## config.mk

```make
export PLATFORM = sky130hd
export DESIGN_NAME = processor_stage2
export DESIGN_NICKNAME = d
export VERILOG_FILES = /design/src/rtl/processor_stage2.sv
export SDC_FILE = /design/constraint.sdc
export NUM_CORES = 1
export LEC_CHECK = 0
export ABC_AREA = 0
export CAP_MARGIN = 5
export CORE_AREA = 2 2 103 105
export CTS_CLUSTER_SIZE = 40
export DETAILED_ROUTE_END_ITERATION = 12
export DIE_AREA = 0 0 105 107
export DONT_BUFFER_PORTS = 1
export GPL_TIMING_DRIVEN = 0
export PLACE_DENSITY = 0.84
export SYNTH_ARGS = -nofsm -noshare
export SYNTH_HDL_FRONTEND = slang
export SYNTH_SLANG_ARGS = --single-unit
```

## constraint.sdc

```tcl
create_clock -name clock -period 3.8 [get_ports clock]
set_clock_uncertainty 0.2 [all_clocks]
set_input_delay 0.38 -clock clock [delete_from_list [all_inputs] [get_ports clock]]
set_output_delay 0.38 -clock clock [all_outputs]
set_load 0.01 [all_outputs]
```

## src/rtl/processor_stage2.sv

```systemverilog
// Operand fetch: register read with writeback forwarding, ry+imm8 address, one-slot pipeline register.
// Latency: one cycle from an accepted instruction to the stage-3 slot; memory_addr/strobe are combinational.
// Backpressure: hold stalls stage 1 and inserts bubbles; call_performed squashes in-flight and FLUSH_CYCLES following.
module processor_stage2 #(
    parameter int ADDR_SIZE    = 18,
    parameter int WORD_SIZE    = 18,
    parameter int FLUSH_CYCLES = 1
) (
    input  logic                 clock,
    input  logic                 reset,
    input  logic                 no_operation_in,
    input  logic [WORD_SIZE-1:0] code_word_in,
    input  logic [ADDR_SIZE-1:0] ip_in,
    input  logic                 hold,
    output logic                 stall_fetch,
    output logic [2:0]           reg_read_addr0,
    output logic [2:0]           reg_read_addr1,
    input  logic [WORD_SIZE-1:0] reg_read_data0,
    input  logic [WORD_SIZE-1:0] reg_read_data1,
    input  logic                 reg_write_enable,
    input  logic [2:0]           reg_write_addr,
    input  logic [WORD_SIZE-1:0] reg_write_data,
    input  logic                 call_performed,
    output logic [ADDR_SIZE-1:0] memory_addr,
    output logic                 memory_write_enable,
    output logic [WORD_SIZE-1:0] memory_write_data,
    output logic                 no_operation,
    output logic [WORD_SIZE-1:0] alu_data0,
    output logic [WORD_SIZE-1:0] alu_data1,
    output logic [WORD_SIZE-1:0] data1_plus_imm8,
    output logic [WORD_SIZE-1:0] code_word,
    output logic [ADDR_SIZE-1:0] ip,
    output logic [ADDR_SIZE-1:0] ip_plus_one
);

    // Opcode field occupies the top four bits of the code word.
    localparam logic [3:0] OP_REG_ADD_IMM8    = 4'h1;
    localparam logic [3:0] OP_WRITE_TO_MEMORY = 4'h3;

    // Squash counter states: zero is IDLE, anything else is FLUSH.
    localparam logic [1:0] SQUASH_IDLE = 2'd0;
    localparam logic [1:0] SQUASH_LOAD = 2'(FLUSH_CYCLES);

    logic [3:0]           top;
    logic [2:0]           rx;
    logic [2:0]           ry;
    logic [WORD_SIZE-1:0] op0;
    logic [WORD_SIZE-1:0] op1;
    logic [WORD_SIZE-1:0] imm;
    logic [WORD_SIZE-1:0] sum;
    logic [1:0]           squash_cnt;
    logic                 accept;

    assign top = code_word_in[17:14];
    assign rx  = code_word_in[13:11];
    assign ry  = code_word_in[10:8];

    assign reg_read_addr0 = rx;
    assign reg_read_addr1 = ry;
    assign stall_fetch    = hold;

    // Forward the stage-3 writeback so a result written this cycle is seen without a stall.
    always_comb begin
        op0 = reg_read_data0;
        op1 = reg_read_data1;
        if (reg_write_enable && (reg_write_addr == rx)) op0 = reg_write_data;
        if (reg_write_enable && (reg_write_addr == ry)) op1 = reg_write_data;
    end

    assign imm = {{(WORD_SIZE-8){code_word_in[7]}}, code_word_in[7:0]};
    assign sum = op1 + imm;

    assign accept = !no_operation_in && !hold && !call_performed && (squash_cnt == SQUASH_IDLE);

    // Address is driven every cycle so a load's data is ready when it reaches stage 3.
    assign memory_addr         = sum[ADDR_SIZE-1:0];
    assign memory_write_data   = op0;
    assign memory_write_enable = !reset && accept && (top == OP_WRITE_TO_MEMORY);

    // Count down squashed stage-1 instructions after a redirect; bubbles and held cycles do not count.
    always_ff @(posedge clock or posedge reset) begin
        if (reset) begin
            squash_cnt <= SQUASH_IDLE;
        end else if (call_performed) begin
            squash_cnt <= SQUASH_LOAD;
        end else if ((squash_cnt != SQUASH_IDLE) && !hold && !no_operation_in) begin
            squash_cnt <= squash_cnt - 2'd1;
        end
    end

    // Stage-3 slot: load operands on accept, otherwise present a bubble and keep the data.
    always_ff @(posedge clock or posedge reset) begin
        if (reset) begin
            no_operation    <= 1'b1;
            alu_data0       <= '0;
            alu_data1       <= '0;
            data1_plus_imm8 <= '0;
            code_word       <= '0;
            ip              <= '0;
            ip_plus_one     <= '0;
        end else if (accept) begin
            no_operation    <= 1'b0;
            alu_data0       <= op0;
            alu_data1       <= op1;
            data1_plus_imm8 <= sum;
            code_word       <= code_word_in;
            ip              <= ip_in;
            ip_plus_one     <= ip_in + ADDR_SIZE'(1);
        end else begin
            no_operation    <= 1'b1;
        end
    end

    // The add opcode needs no decode here; stage 3 consumes data1_plus_imm8 directly.
    logic unused_op;
    assign unused_op = (top == OP_REG_ADD_IMM8);

endmodule

```

======== Word-level counts from Yosys, hierarchy flattened ========
Index checks and enable logic that the tools add are counted.
word-level totals
  register bits after elaboration ......... 111
  latch bits .............................. 0
  memory bits (writable) .................. 0
  bits in read-only memories .............. 0
  input bits .............................. 99
  logic and storage cells ................. 35
  memories ................................ 0
cells by class
  $add $sub $neg .......................... 3
  $mul .................................... 0
  divide/modulo/power cells ............... 0
  order comparisons ....................... 0
  eq/ne operators ......................... 3
  shifts and indexed selects .............. 0
  muxes and demuxes ....................... 5
  bitwise logic cells ..................... 0
  reduce and logical (&&, ||, !) cells .... 16
operator list
  operator                                          count
  2-to-1 mux 18 bit                                 2
  adder 18 x 1 -> 18 bit, second input constant     1
  adder 18 bit                                      1
  logical AND 1 bit                                 9
  == test 3 bit                                     2
  == test 4 x 2 -> 1 bit, second input constant     1
  logical NOT 1 bit                                 4
  2-to-1 mux 2 bit                                  2
  nonzero test 2 bit                                2
  logical NOT 2 bit                                 1
  subtractor 2 x 1 -> 2 bit, second input constant  1
  2-to-1 mux 1 bit                                  1

======== Depth between registers and ports, before layout ========
Gate-level depths: netlist (run 1).
  depth after elaboration ................. 6
  mapped depth ............................ 12

======== Worst setup path before layout (run 1) ========
No wires, ideal clock.
  path type ............................... input port to output port
  start point ............................. input code_word_in[8]
  end point ............................... output memory_addr[14]
  arrival time ............................ 2.861 ns
  required time ........................... 3.220 ns
  path slack .............................. 0.359 ns
  stages on the path ...................... 11
  path buffers ............................ 0
  cells stage by stage .................... xnor2_1 -> nand4_4 -> mux2_2 -> ha_1 -> fa_1 -> a21oi_1 -> o21ai_0 -> a21oi_1 -> o31ai_4 -> a31oi_1 -> xnor2_1
between the ends
  cells in the longest elaborated chain, start to end .. 4
RTL lines
  element             RTL line  source
  start: declaration  12        input logic [WORD_SIZE-1:0] code_word_in,
  == test 3 bit       67        if (reg_write_enable && (reg_write_addr == ry)) op1 = reg_write_data;
  logical AND 1 bit   67
  2-to-1 mux 18 bit   67
  net op1[0]          48        logic [WORD_SIZE-1:0] op1;
  adder 18 bit        71        assign sum = op1 + imm;
  end: declaration    24        output logic [ADDR_SIZE-1:0] memory_addr,
The timed path passes the listed nets, and every way through them passes these cells.

======== Final worst setup path (run 1) ========
  start point ............................. input code_word_in[10]
  end point ............................... output memory_addr[14]
Same word-level chain as after synthesis.

==> results_dict.tcl, run 1 <==
set metrics [dict create \
    clkPwrFrac_pct 20.5 \
    globalplace.congestion 0.857 \
    ff2ff_setup_slack_ns 1.18 \
    fmax_mhz 270 \
    synth_area_mm2 0.00592 \
    crit_path_top_delay_cell "fa_1" \
    vias 5190 \
    core_area_mm2 0.0101 \
    mostFrequentLayoutCell "nand2_1" \
    p_total_w 0.00359 \
    die_area_mm2 0.0112 \
    syn-num-nets 785 \
    wl_per_cell_um 20.8 \
    peakVddDrop_v 0.000299 \
    layout_worst_path_cycle_share_pct 97.5 \
    hold_viol 0 \
    crit_buf_inv 1 \
    power.switching_w 0.00139 \
    path_clk_slew_ns 0.10 \
    min_period_ns 3.71 \
    ys.flop_type "dfrtp_1" \
    cts_tree "built" \
    p_comb_share_pct 22.6 \
    cp-start-kind "primary input" \
    netlist.top_cell.by_area "dfrtp_1" \
    critical_path_class "in2out" \
    finish.utilization_pct 67.2 \
    numClockSinks 111 \
    htreeDepth 3 \
    dp_hpwl_mm 13.1 \
    fin_tns_setup_ns 0 \
    relSlewSlack_pct 42.7 \
    start_util_pct 58.7 \
    setup_viol 0 \
    p_leak_nw 3.32 \
    switching_share_pct 38.6 \
    drive_gt1_share_pct 13.7 \
    die_h_um 107 \
    cts_buffers 9 \
    outcome "complete, no violations" \
    hp-class "in2reg" \
    cp_max_fo 4 \
    routed_wl_mm 17.9 \
    rsz0062_at_grt "true" \
    synth_warnings 0 \
    track_usage_pct 31.5 \
    slew_violations 0 \
    drc 0 \
    synthArstFlopShare_pct 100 \
    synth.avg_cell_area_um2 8.90 \
    synthCells 666 \
    cp.required_ns 3.22 \
    cts_buffer_depth 2 \
    postPlaceCellArea_mm2 0.00612 \
    rows 37 \
    internal-power_w 0.00220 \
    drtIter0Drc 427 \
    overflow 0 \
    viasPerCell 6.02 \
    layout_common_cells "nand2_1 (273), dfrtp_1 (110), mux2_2 (44)" \
    synth_top_area_share_pct 46.5 \
    io_buffers 0 \
    p_per_area_mw_per_mm2 529 \
    ant_nets 0 \
    post-route-cell-area_mm2 0.00678 \
    synth-seq-cells 111 \
    grt_antenna_before_repair 1 \
    synth_edf_count 0 \
    endpoint_kind "output pin" \
    grt_max_degree 70 \
    cp_top_family "compound AO/OA/AOI/OAI gates" \
    io_pins 252 \
    grt_pass1_wl_mm 27.6 \
    grt_pass1_vias 5250 \
    ys_top_cells_by_area "dfrtp_1 (46%), nand2_1 (17%), mux2_2 (8.4%)" \
    crit_chain "xnor2_1, nand4_4, buf_12, mux2_2, ha_1, fa_1, a21oi_2, o21ai_1, a21oi_2, o31ai_4, a31oi_1, xnor2_1" \
    die_x_um 105 \
    drt-pass1-iter-count 5 \
    seqPwrFrac_pct 56.9 \
    crit_arrival_ns 3.13 \
    synthDistinctLibCells 43 \
    cp_slowest_stage_delay_ns 0.44 \
    worst_pin_slew_ns 0.859 \
    ys_seq_area_share_pct 46.9 \
    clockRootBuffer "clkbuf_8" \
    clk_latency_ns 0.37 \
    cap_violations 0 \
    final_nets 839 \
    synthToLayoutAreaGrowth_pct 14.5 \
]
-- layout make-up --
class                      count  area [µm²]
inverter                      13        51.3
buffer                        39         188
antenna                        1        2.50
sequential                   111        2780
timing repair buffer          43         443
clock inverter                 7        81.3
clock buffer                   9         124
fill                         786        3310
multi-input combinational    503        2940
tap                          136         170
-- final timing paths --
check,startpoint,to,cells after the start
worst min register to register,squash_cnt[0]$_DFFE_PP0P_,squash_cnt[0]$_DFFE_PP0P_,2
min in group asynchronous,reset,code_word[15]$_DFFE_PP0P_,2
worst max-delay path,code_word_in[10],memory_addr[14],12
worst min-delay path,ip_in[10],ip_plus_one[10]$_DFFE_PP0P_,2
max in group asynchronous,reset,alu_data1[13]$_DFFE_PP0P_,3
worst max register to register,squash_cnt[0]$_DFFE_PP0P_,code_word[2]$_DFFE_PP0P_,8
-- Yosys cell counts (all sizes together), types with 3 or more instances --
cell type / instances
and3: 6
clkbuf: 20
ha: 19
mux2: 45
dfrtp: 110
o21bai: 3
nor3: 4
buf: 19
a21o: 4
xor2: 18
a211oi: 4
nand4: 10
inv: 13
o211ai: 4
a21oi: 21
nor2: 12
o21ai: 25
nand2: 274
nand3: 9
xnor2: 23
-- registers in the layout (all words and copies together) (netlist names) --
| name | cells |
|---|---|
| alu_data0 | 18 |
| alu_data1 | 18 |
| code_word | 18 |
| data1_plus_imm8 | 18 |
| ip | 18 |
| ip_plus_one | 18 |
| squash_cnt | 2 |
| no_operation | 1 |
-- per-layer routing --
layer / track usage, % / part of all wire, %
met1: 38.0 / 38
met2: 54.1 / 49
met3: 8.33 / 10
met4: 11.9 / 2.9
met5: 0 / 0
-- repair_timing --
item | 4_1_cts | 5_1_grt
hold buffers | 38 | 0
endpoints found under the setup margin | 6 | 6
hold endpoints to repair | 108 | 0
pin swaps | 1 | 3
gates resized for setup | 5 | 4
setup buffers | 3 | 1
-- kinds of logic (layout without fill, tap and decap cells) --
family,count (synthesis),in the layout,share of synthesized area [%]
flops,111,111,46.9
compound gates,72,72,7.52
simple gates,324,324,22.3
fa+ha+maj,20,20,4.35
buf+inv,52,111,3.99
xor+xnor,41,41,6.06
other cells,0,1,0
mux,46,46,8.85
-- per-stage QoR --
stage	cells	hold WS, ns	setup slack [ns]
after floorplan	666	0.247	0.291
after global placement	802	0.249	-0.660
after detailed placement	803	0.251	-0.171
after CTS	860	0.000371	0.0663
after global routing	861	0.00641	-0.0207
final	862	0.0178	0.0938
-- power by group through the flow --
stage | Clock [W] | Sequential, W | Combinational (W)
2_1_floorplan | 0 | 0.00195 | 0.000597
3_3_place_gp | 0 | 0.00204 | 0.000694
3_5_place_dp | 0 | 0.00206 | 0.000743
4_1_cts | 0.000741 | 0.00204 | 0.000790
5_1_grt | 0.000793 | 0.00208 | 0.000911
6_report | 0.000736 | 0.00204 | 0.000813
(Power assumes the default switching activity.)
==> run 2, diff against run 1 <==
--- a/config.mk
+++ b/config.mk
@@ -13,7 +13,8 @@
 export DIE_AREA = 0 0 105 107
 export DONT_BUFFER_PORTS = 1
 export GPL_TIMING_DRIVEN = 0
-export PLACE_DENSITY = 0.84
+export PLACE_DENSITY_LB_ADDON = 0.05
+export REMOVE_ABC_BUFFERS = 1
 export SYNTH_ARGS = -nofsm -noshare
 export SYNTH_HDL_FRONTEND = slang
 export SYNTH_SLANG_ARGS = --single-unit
==> run 2 against run 1 <==
  * Combinational power fell by 4.9%
  * Cell count down 3.1%
  * Routed wire length decreased by 15%
  * Critical endpoint is now memory_addr[15]
  * Largest power group unchanged
==> results_dict.tcl, run 2 (synthesis gave the netlist of run 1 again) <==
set metrics [dict create \
    clockRootBuffer "clkbuf_8" \
    critical_path_class "in2out" \
    final_nets 813 \
    start_util_pct 58.7 \
    overflow 0 \
    cts_tree "built" \
    peakVddDrop_v 0.000265 \
    layout_worst_path_cycle_share_pct 95.7 \
    die_area_mm2 0.0112 \
    drive_gt1_share_pct 13.2 \
    grt_antenna_before_repair 0 \
    clk_latency_ns 0.37 \
    endpoint_kind "output pin" \
    diodes 0 \
    core_area_mm2 0.0101 \
    drt-met1-wl_mm 6.35 \
    routed_wl_mm 15.3 \
    clkPwrFrac_pct 19.9 \
    switching_share_pct 37.7 \
    min_period_ns 3.64 \
    met3_wirelength_mm 1.12 \
    grt_max_degree 88 \
    numClockSinks 111 \
    hold_viol 0 \
    dp_hpwl_mm 10.7 \
    viasPerCell 5.57 \
    track_usage_pct 27.1 \
    worst_pin_slew_ns 0.976 \
    setup_viol 0 \
    relSlewSlack_pct 34.7 \
    internal-power_w 0.00218 \
    htreeDepth 3 \
    layout_common_cells "nand2_1 (274), dfrtp_1 (110), mux2_2 (44)" \
    globalplace.congestion 0.916 \
    hold-path-cell-count 2 \
    io_pins 252 \
    cp-start-kind "primary input" \
    mostFrequentLayoutCell "nand2_1" \
    cts_buffers 9 \
    die_h_um 107 \
    ant_nets 0 \
    wl_met2_mm 7.58 \
    wl_per_cell_um 18.3 \
    top_layer "met4" \
    hp-class "in2reg" \
    seqPwrFrac_pct 58.1 \
    vias 4655 \
    postPlaceCellArea_mm2 0.00606 \
    p_per_area_mw_per_mm2 521 \
    cap_violations 0 \
    place_ws_ns -0.352 \
    cts_buffer_depth 2 \
    io_buffers 0 \
    die_x_um 105 \
    grt_pass1_vias 4707 \
    synthToLayoutAreaGrowth_pct 13.5 \
    power.switching_w 0.00132 \
    cp.required_ns 3.22 \
    path_clk_slew_ns 0.09 \
    hold_ws_ns 0.0202 \
    p_leak_nw 3.29 \
    slew_violations 0 \
    outcome "complete, no violations" \
    rows 37 \
    p_comb_share_pct 22.1 \
    post-route-cell-area_mm2 0.00672 \
    drc 0 \
    grt_pass1_wl_mm 24.2 \
    drtIter0Drc 358 \
    fmax_mhz 275 \
    ff2ff_path_depth 11 \
    crit_arrival_ns 3.06 \
    timing.final.ws_setup_ns 0.163 \
    cp_max_fo 8 \
    fin_tns_setup_ns 0 \
    drt-pass1-iter-count 4 \
]
==> run 2: area by class of cell <==
type	count	area, µm²
Clock buffer	12	165
Clock inverter	4	28.8
Fill cell	823	3370
Inverter	13	53.8
Multi-Input combinational cell	503	2940
Sequential cell	111	2780
Tap cell	136	170
Timing Repair Buffer	56	587
==> run 2: what timing repair did <==
item	in CTS	in global routing
pin swaps	1	1
hold buffers	38	0
endpoints found under the hold margin	100	0
setup endpoints to repair	7	6
resized for setup	0	6
buffers inserted	3	2
==> run 2: layer usage <==
metal | track usage, % | up-vias
met5 | 0 | -
met4 | 8.48 | 0
met3 | 6.81 | 15
met2 | 45.8 | 188
met1 | 34.3 | 2224
li1 | - | 2228
==> run 2: metrics by stage <==
stage	std cells	power, W	utilization (%)
3_3_place_gp	763	0.00274	58.5
6_report	835	0.00350	66.6
3_5_place_dp	775	0.00278	60.0
2_1_floorplan	627	0.00254	-
5_1_grt	835	0.00372	66.6
4_1_cts	832	0.00351	66.1
==> run 2: power by group through the flow <==
stage / sequential [W] / combinational, W / clock (W)
after detailed placement: 0.00206 / 0.000722 / 0
after global routing: 0.00208 / 0.000886 / 0.000758
after CTS: 0.00204 / 0.000763 / 0.000710
final: 0.00204 / 0.000773 / 0.000696
after floorplan: 0.00195 / 0.000587 / 0
after global placement: 0.00206 / 0.000683 / 0
==> run 2: critical path: stages <==
cell and delay (ns):
xnor2_1 0.27, nand4_4 0.18, buf_12 0.19, mux2_2 0.28, ha_1 0.33, a21oi_1 0.20, nand2_1 0.12, o211ai_1 0.34
nand2_1 0.19, a2111oi_1 0.44, a211oi_2 0.13
==> run 2: final timing paths <==
kind	start	endpoint	slack [ns]
hold / removal	ip_in[5]	ip_plus_one[5]$_DFFE_PP0P_	0.02
setup / recovery	code_word_in[8]	memory_addr[15]	0.16
hold reg to reg	squash_cnt[0]$_DFFE_PP0P_	squash_cnt[0]$_DFFE_PP0P_	0.35
max in group asynchronous	reset	no_operation$_DFF_PP1_	2.30
setup reg to reg	squash_cnt[0]$_DFFE_PP0P_	data1_plus_imm8[15]$_DFFE_PP0P_	0.75
min in group asynchronous	reset	alu_data0[0]$_DFFE_PP0P_	0.37
